===== config.mk =====
export PLATFORM = sky130hd
export DESIGN_NAME = hog_pix_feeder_flat
export DESIGN_NICKNAME = d
export VERILOG_FILES = /design/src/rtl/hog_pix_feeder_if.sv /design/src/rtl/hog_pix_feeder.sv /design/src/flat_wrapper.sv
export SDC_FILE = /design/constraint.sdc
export NUM_CORES = 1
export LEC_CHECK = 0
export BUFFER_PORTS_ARGS = -buffer_cell sky130_fd_sc_hd__buf_2
export CAP_MARGIN = 25
export CORE_MARGIN = 2
export CORE_UTILIZATION = 50
export DETAILED_ROUTE_END_ITERATION = 6
export PLACE_DENSITY = 0.85
export SYNTH_ARGS = -nofsm -noshare
export SYNTH_HDL_FRONTEND = slang
export SYNTH_SLANG_ARGS = --single-unit

===== constraint.sdc =====
create_clock -name clk -period 2.75 [get_ports clk]
set_clock_uncertainty 0.2 [all_clocks]
set_input_delay 0.275 -clock clk [delete_from_list [all_inputs] [get_ports clk]]
set_output_delay 0.275 -clock clk [all_outputs]
set_load 0.05 [all_outputs]

===== src/rtl/hog_pix_feeder_if.sv =====
// Bundle between the pixel feeder, its pixel RAM and the HOG core.
// The master side is the feeder; the slave side is RAM/core/control.
interface hog_pix_feeder_if #(
  parameter int PIX_W  = 8,
  parameter int ADDR_W = 13
);
  logic              start;
  logic              busy;
  logic              done;
  logic              mem_rd;
  logic [ADDR_W-1:0] mem_addr;
  logic [PIX_W-1:0]  mem_rdata;
  logic              request;
  logic              ready;
  logic [4*PIX_W-1:0] o_data;

  modport master (
    input  start, mem_rdata, request,
    output busy, done, mem_rd, mem_addr, ready, o_data
  );

  modport slave (
    output start, mem_rdata, request,
    input  busy, done, mem_rd, mem_addr, ready, o_data
  );
endinterface


===== src/rtl/hog_pix_feeder.sv =====
// Raster-scans a frame and feeds {top,bot,left,right} neighbour words,
// with border replication, to a HOG core over a ready/request handshake.
module hog_pix_feeder #(
  parameter int PIX_W  = 8,
  parameter int IMG_W  = 64,
  parameter int IMG_H  = 128,
  parameter int ADDR_W = 13
) (
  input  logic clk,
  input  logic rst,
  hog_pix_feeder_if.master bus
);
  localparam int XW = (IMG_W > 1) ? $clog2(IMG_W) : 1;
  localparam int YW = (IMG_H > 1) ? $clog2(IMG_H) : 1;
  localparam int DW = 4 * PIX_W;
  localparam logic [XW-1:0] XMAX = XW'(IMG_W - 1);
  localparam logic [YW-1:0] YMAX = YW'(IMG_H - 1);

  typedef enum logic [1:0] {
    S_IDLE,
    S_FETCH,
    S_PRESENT,
    S_DONE
  } state_e;

  state_e        state_q, state_d;
  logic [XW-1:0] x_q, x_d;
  logic [YW-1:0] y_q, y_d;
  logic [2:0]    cnt_q, cnt_d;
  logic [DW-1:0] data_q, data_d;

  logic [YW-1:0] yt, yb, row;
  logic [XW-1:0] xl, xr, col;
  logic [1:0]    fld;

  assign yt = (y_q == '0)   ? y_q : y_q - 1'b1;
  assign yb = (y_q == YMAX) ? y_q : y_q + 1'b1;
  assign xl = (x_q == '0)   ? x_q : x_q - 1'b1;
  assign xr = (x_q == XMAX) ? x_q : x_q + 1'b1;

  // Read slot k (cnt 0..3) fetches neighbour k; capture lands one cycle later.
  always_comb begin
    row = y_q;
    col = x_q;
    unique case (cnt_q[1:0])
      2'd0: row = yt;
      2'd1: row = yb;
      2'd2: col = xl;
      2'd3: col = xr;
    endcase
  end

  assign bus.mem_addr = ADDR_W'(row) * ADDR_W'(IMG_W) + ADDR_W'(col);
  assign fld = 2'd0 - cnt_q[1:0];

  always_ff @(posedge clk) begin
    if (!rst) begin
      state_q <= S_IDLE;
      x_q     <= '0;
      y_q     <= '0;
      cnt_q   <= '0;
      data_q  <= '0;
    end else begin
      state_q <= state_d;
      x_q     <= x_d;
      y_q     <= y_d;
      cnt_q   <= cnt_d;
      data_q  <= data_d;
    end
  end

  always_comb begin
    state_d    = state_q;
    x_d        = x_q;
    y_d        = y_q;
    cnt_d      = cnt_q;
    data_d     = data_q;
    bus.busy   = 1'b0;
    bus.done   = 1'b0;
    bus.mem_rd = 1'b0;
    bus.ready  = 1'b0;
    unique case (state_q)
      S_IDLE: begin
        if (bus.start) begin
          x_d     = '0;
          y_d     = '0;
          cnt_d   = '0;
          state_d = S_FETCH;
        end
      end
      S_FETCH: begin
        bus.busy   = 1'b1;
        bus.mem_rd = ~cnt_q[2];
        cnt_d      = cnt_q + 3'd1;
        if (cnt_q != 3'd0)
          data_d[fld*PIX_W +: PIX_W] = bus.mem_rdata;
        if (cnt_q == 3'd4)
          state_d = S_PRESENT;
      end
      S_PRESENT: begin
        bus.busy  = 1'b1;
        bus.ready = 1'b1;
        if (bus.request) begin
          cnt_d   = '0;
          state_d = S_FETCH;
          if (x_q == XMAX) begin
            x_d = '0;
            y_d = y_q + 1'b1;
            if (y_q == YMAX)
              state_d = S_DONE;
          end else begin
            x_d = x_q + 1'b1;
          end
        end
      end
      S_DONE: begin
        bus.done = 1'b1;
        state_d  = S_IDLE;
      end
    endcase
  end

  assign bus.o_data = data_q;
endmodule


===== src/flat_wrapper.sv =====
// flat-port wrapper written by rule: the top's interface ports become plain ports
module hog_pix_feeder_flat 
#(
  parameter int PIX_W  = 8,
  parameter int IMG_W  = 64,
  parameter int IMG_H  = 128,
  parameter int ADDR_W = 13
)
  (clk, rst, bus_start, bus_mem_rdata, bus_request, bus_busy, bus_done, bus_mem_rd, bus_mem_addr, bus_ready, bus_o_data);
  hog_pix_feeder_if #(.PIX_W(PIX_W), .ADDR_W(ADDR_W)) bus_i ();
  input  logic clk;
  input  logic rst;
  input wire logic [$bits(bus_i.start)-1:0] bus_start;
  input wire logic [$bits(bus_i.mem_rdata)-1:0] bus_mem_rdata;
  input wire logic [$bits(bus_i.request)-1:0] bus_request;
  output wire logic [$bits(bus_i.busy)-1:0] bus_busy;
  output wire logic [$bits(bus_i.done)-1:0] bus_done;
  output wire logic [$bits(bus_i.mem_rd)-1:0] bus_mem_rd;
  output wire logic [$bits(bus_i.mem_addr)-1:0] bus_mem_addr;
  output wire logic [$bits(bus_i.ready)-1:0] bus_ready;
  output wire logic [$bits(bus_i.o_data)-1:0] bus_o_data;
  assign bus_i.start = bus_start;
  assign bus_i.mem_rdata = bus_mem_rdata;
  assign bus_i.request = bus_request;
  assign bus_busy = bus_i.busy;
  assign bus_done = bus_i.done;
  assign bus_mem_rd = bus_i.mem_rd;
  assign bus_mem_addr = bus_i.mem_addr;
  assign bus_ready = bus_i.ready;
  assign bus_o_data = bus_i.o_data;
  hog_pix_feeder #(.PIX_W(PIX_W), .IMG_W(IMG_W), .IMG_H(IMG_H), .ADDR_W(ADDR_W)) u_core (.clk(clk), .rst(rst), .bus(bus_i));
endmodule

==> flow_summary_export.csv <==
group,metric,value,unit
status,status,"finished, final reports clean",
place,gp_congestion,0.9542,
global_route,grt_pass1_wl,11980,um
critical_path,start_kind,"flip-flop",
timing,final_max_slew_viol_count,0,
power,peakVddDrop,0.8681,mV
timing,worst_slack,0.05956,ns
timing,tightest_slew,0.9722,ns
global_route,grt_overflow,0,
critical_path,crit_start,"u_core.cnt_q[0]",
timing,finalWorstPathRequiredPeriod,2.690,ns
synthesis,postSynthAreaPerCell,8.064,um2
global_route,grt_max_degree,41,
drt,antenna_left,0,
global_route,use_met1,30.11,%
cts,cts_buffers,5,
critical_path,crit_type,"flip-flop to primary output",
place,place_hpwl,5640,um
place,port_buffers,60,
power,p_leak,1.428,nW
cts,cts_tree,"built",
global_route,grt_antenna_before_repair,0,
min_path,hold_path_class,"input port to flip-flop",
synthesis,synth_edf_count,0,
critical_path,cp.arrival,2.22,ns
power,clock_power_share,28.6,%
timing,rsz0062_at_grt,"yes",
critical_path,rr_startpoint,"u_core.cnt_q[1]",
synthesis,synth_nets,414,
critical_path,cp_data_required_time,2.28,ns
power,p_int,1.208,mW
timing,fin_crit_sh,97.83,%
floorplanning,dieArea,6805,um2
drt,wl,7791,um
power,pwr-share-comb,31.5,%
global_route,grt_pass1_vias,2565,
cts,cts_sinks,50,
min_path,min_from,"bus_mem_rdata[3]",
drt,dr.pass1.iters,5,
global_route,grt_util_met2,36.45,%
cts,clockBufferDepth,2,
drt,vias,3047,
drt,first_iter_violations,167,
timing,finalSetupTns,0,ns
drt,routed_via_density,6.010,
place,post-place-ws,0.2665,ns
floorplanning,start_util,52.03,%
critical_path,critPathCaptureType,"primary output",
place,placed_cells,499,
power,p_per_area,529.8,nW/um2
floorplanning,die_h,82.49,um
final_layout,fin_cells,507,
synthesis,yosys_register_bits,50,
cts,clock_latency,0.30,ns
floorplanning,ios,61,
cts,htree_levels,2,
final_layout,antennaDiodeCount,0,
global_route,grt.total_usage,22.40,%
final_layout,nNetsFinal,463,
floorplanning,num_rows,28,
cts,clockRootBuffer,"clkbuf_8",
floorplanning,fp.dieW,82.49,um
timing,setup_violations,0,
critical_path,crit_fanout,9,
drt,drc_errors,0,
timing,hold_viol_final,0,
power,p_sw_share,36.50,%
timing,holdWs,0.04151,ns
final_layout,nFillCells,537,
cts,cts.reportedPaths.clkPinSlew,0.10,ns
power,seqPwrFrac,39.9,%
timing,relSlewSlack,34.90,%
synthesis,yosysUniqueCellTypes,50,
synthesis,seq_area_frac_synth,32.49,%
synthesis,syn_inst,382,
synthesis,async_flop_share,0,%
synthesis,yosysWarnings,0,
timing,clock.fmax,371.7,MHz
synthesis,dominantRegCellSynth,"dfxtp_1",
drt,routedWlPerCell,15.37,um
final_layout,drive_gt1_share,21.99,%
global_route,grt.busiest_layer,"met2",
floorplanning,fp.coreArea,5921,um2
global_route,globalRouteMet3Util,3.696,%
synthesis,synth_area,3080,um2
power,p_switching,0.6946,mW
final_layout,area_growth,16.61,%
run,drv_cap,0,
-- worst paths after layout --
path                           endpoint  slack (ns)  cells after the start
setup / recovery        bus_mem_addr[3]        0.06                      7
hold / removal     u_core.bus.o_data[3]        0.04                      3
setup reg to reg  u_core.bus.o_data[14]        0.35                      6
hold reg to reg   u_core.bus.o_data[27]        0.25                      2
-- cell usage after synthesis (all sizes together) (4+ instances only) --
master	instances	share of area, %
o221ai	4	1.1
o2111ai	4	1.1
clkbuf	16	2.0
o22ai	5	1.0
a21oi	9	1.5
mux2i	4	1.3
buf	6	0.97
nor3	11	1.9
nand4	5	1.0
nor2b	17	3.5
o21ai	22	3.6
o211ai	5	1.2
nand2b	10	2.0
a22oi	9	2.2
ha	20	8.1
nand3	14	2.4
or3	27	5.5
nand2	41	5.0
inv	21	2.6
nor2	18	2.3
dfxtp	50	32
a21boi	29	7.1
-- metrics by stage --
step,instance area [um2],power (mW),utilization [%]
after floorplan,3088,1.226,-
after global placement,3421,1.333,57.78
after detailed placement,3421,1.349,57.78
after CTS,3553,1.887,60.02
after global routing,3592,1.985,60.67
final,3592,1.903,60.67
-- placed cells by master, fill, tap and decap left out, types with 17 or more instances in the layout --
cell / count
or3_1: 27
dfxtp_1: 47
ha_1: 17
buf_2: 57
nand2_1: 41
a21boi_1: 27
nor2_1: 17
nor2b_1: 17
inv_1: 19
-- cell families after synthesis --
kind of cell,count (synthesis),share of synthesized area (%)
xor gates and xnor gates,2,0.5687
buffers and inverters,43,5.524
muxes,5,1.665
and+or+nand+nor,156,27.34
adders and majority gates,20,8.123
DFF,50,32.49
AOI/OAI and AO/OA,106,24.29
-- power by group through the flow --
stage / logic (mW) / registers (mW) / clock network (mW)
final: 0.600 / 0.759 / 0.544
after global routing: 0.647 / 0.761 / 0.578
after CTS: 0.578 / 0.759 / 0.550
after global placement: 0.559 / 0.773 / 0
after floorplan: 0.448 / 0.777 / 0
after detailed placement: 0.573 / 0.776 / 0
-- state kept, by name, indices dropped and copies added, names as in the netlist --
signal             count
u_core.state_q         2
u_core.cnt_q           3
u_core.x_q             6
u_core.bus.o_data     32
u_core.y_q             7
-- repair_timing --
action	in CTS	in global routing
pin swaps	0	1
hold buffers	0	0
setup buffers	0	0
resized for setup	7	11
setup endpoints to repair	6	9
-- final cells by class --
type                    instances  area (um2)  share of cell area (%)
flip-flops and latches         50        1005                   27.97
clock buffers                   5       68.82                   1.916
inverters                      21       78.83                   2.194
multi-input cells             289        1961                   54.58
clock inverters                 3       47.55                   1.324
repair buffers                 64       337.8                   9.404
well taps                      75       93.84                   2.612
-- worst max-delay path: stages (launching register included) --
cell and delay, ns:
dfxtp_1 0.32, inv_1 0.21, ha_4 0.25, or4b_2 0.61, nand2_1 0.09, nand2_1 0.05, o32a_1 0.16, buf_2 0.21
-- layer usage --
| layer | wire length, um | share of wire (%) |
|---|---|---|
| met1 | 3422 | 44 |
| met2 | 3677 | 47 |
| met3 | 568 | 7.3 |
| met4 | 123 | 1.6 |
| met5 | 0 | 0 |
(Power assumes the default switching activity.)
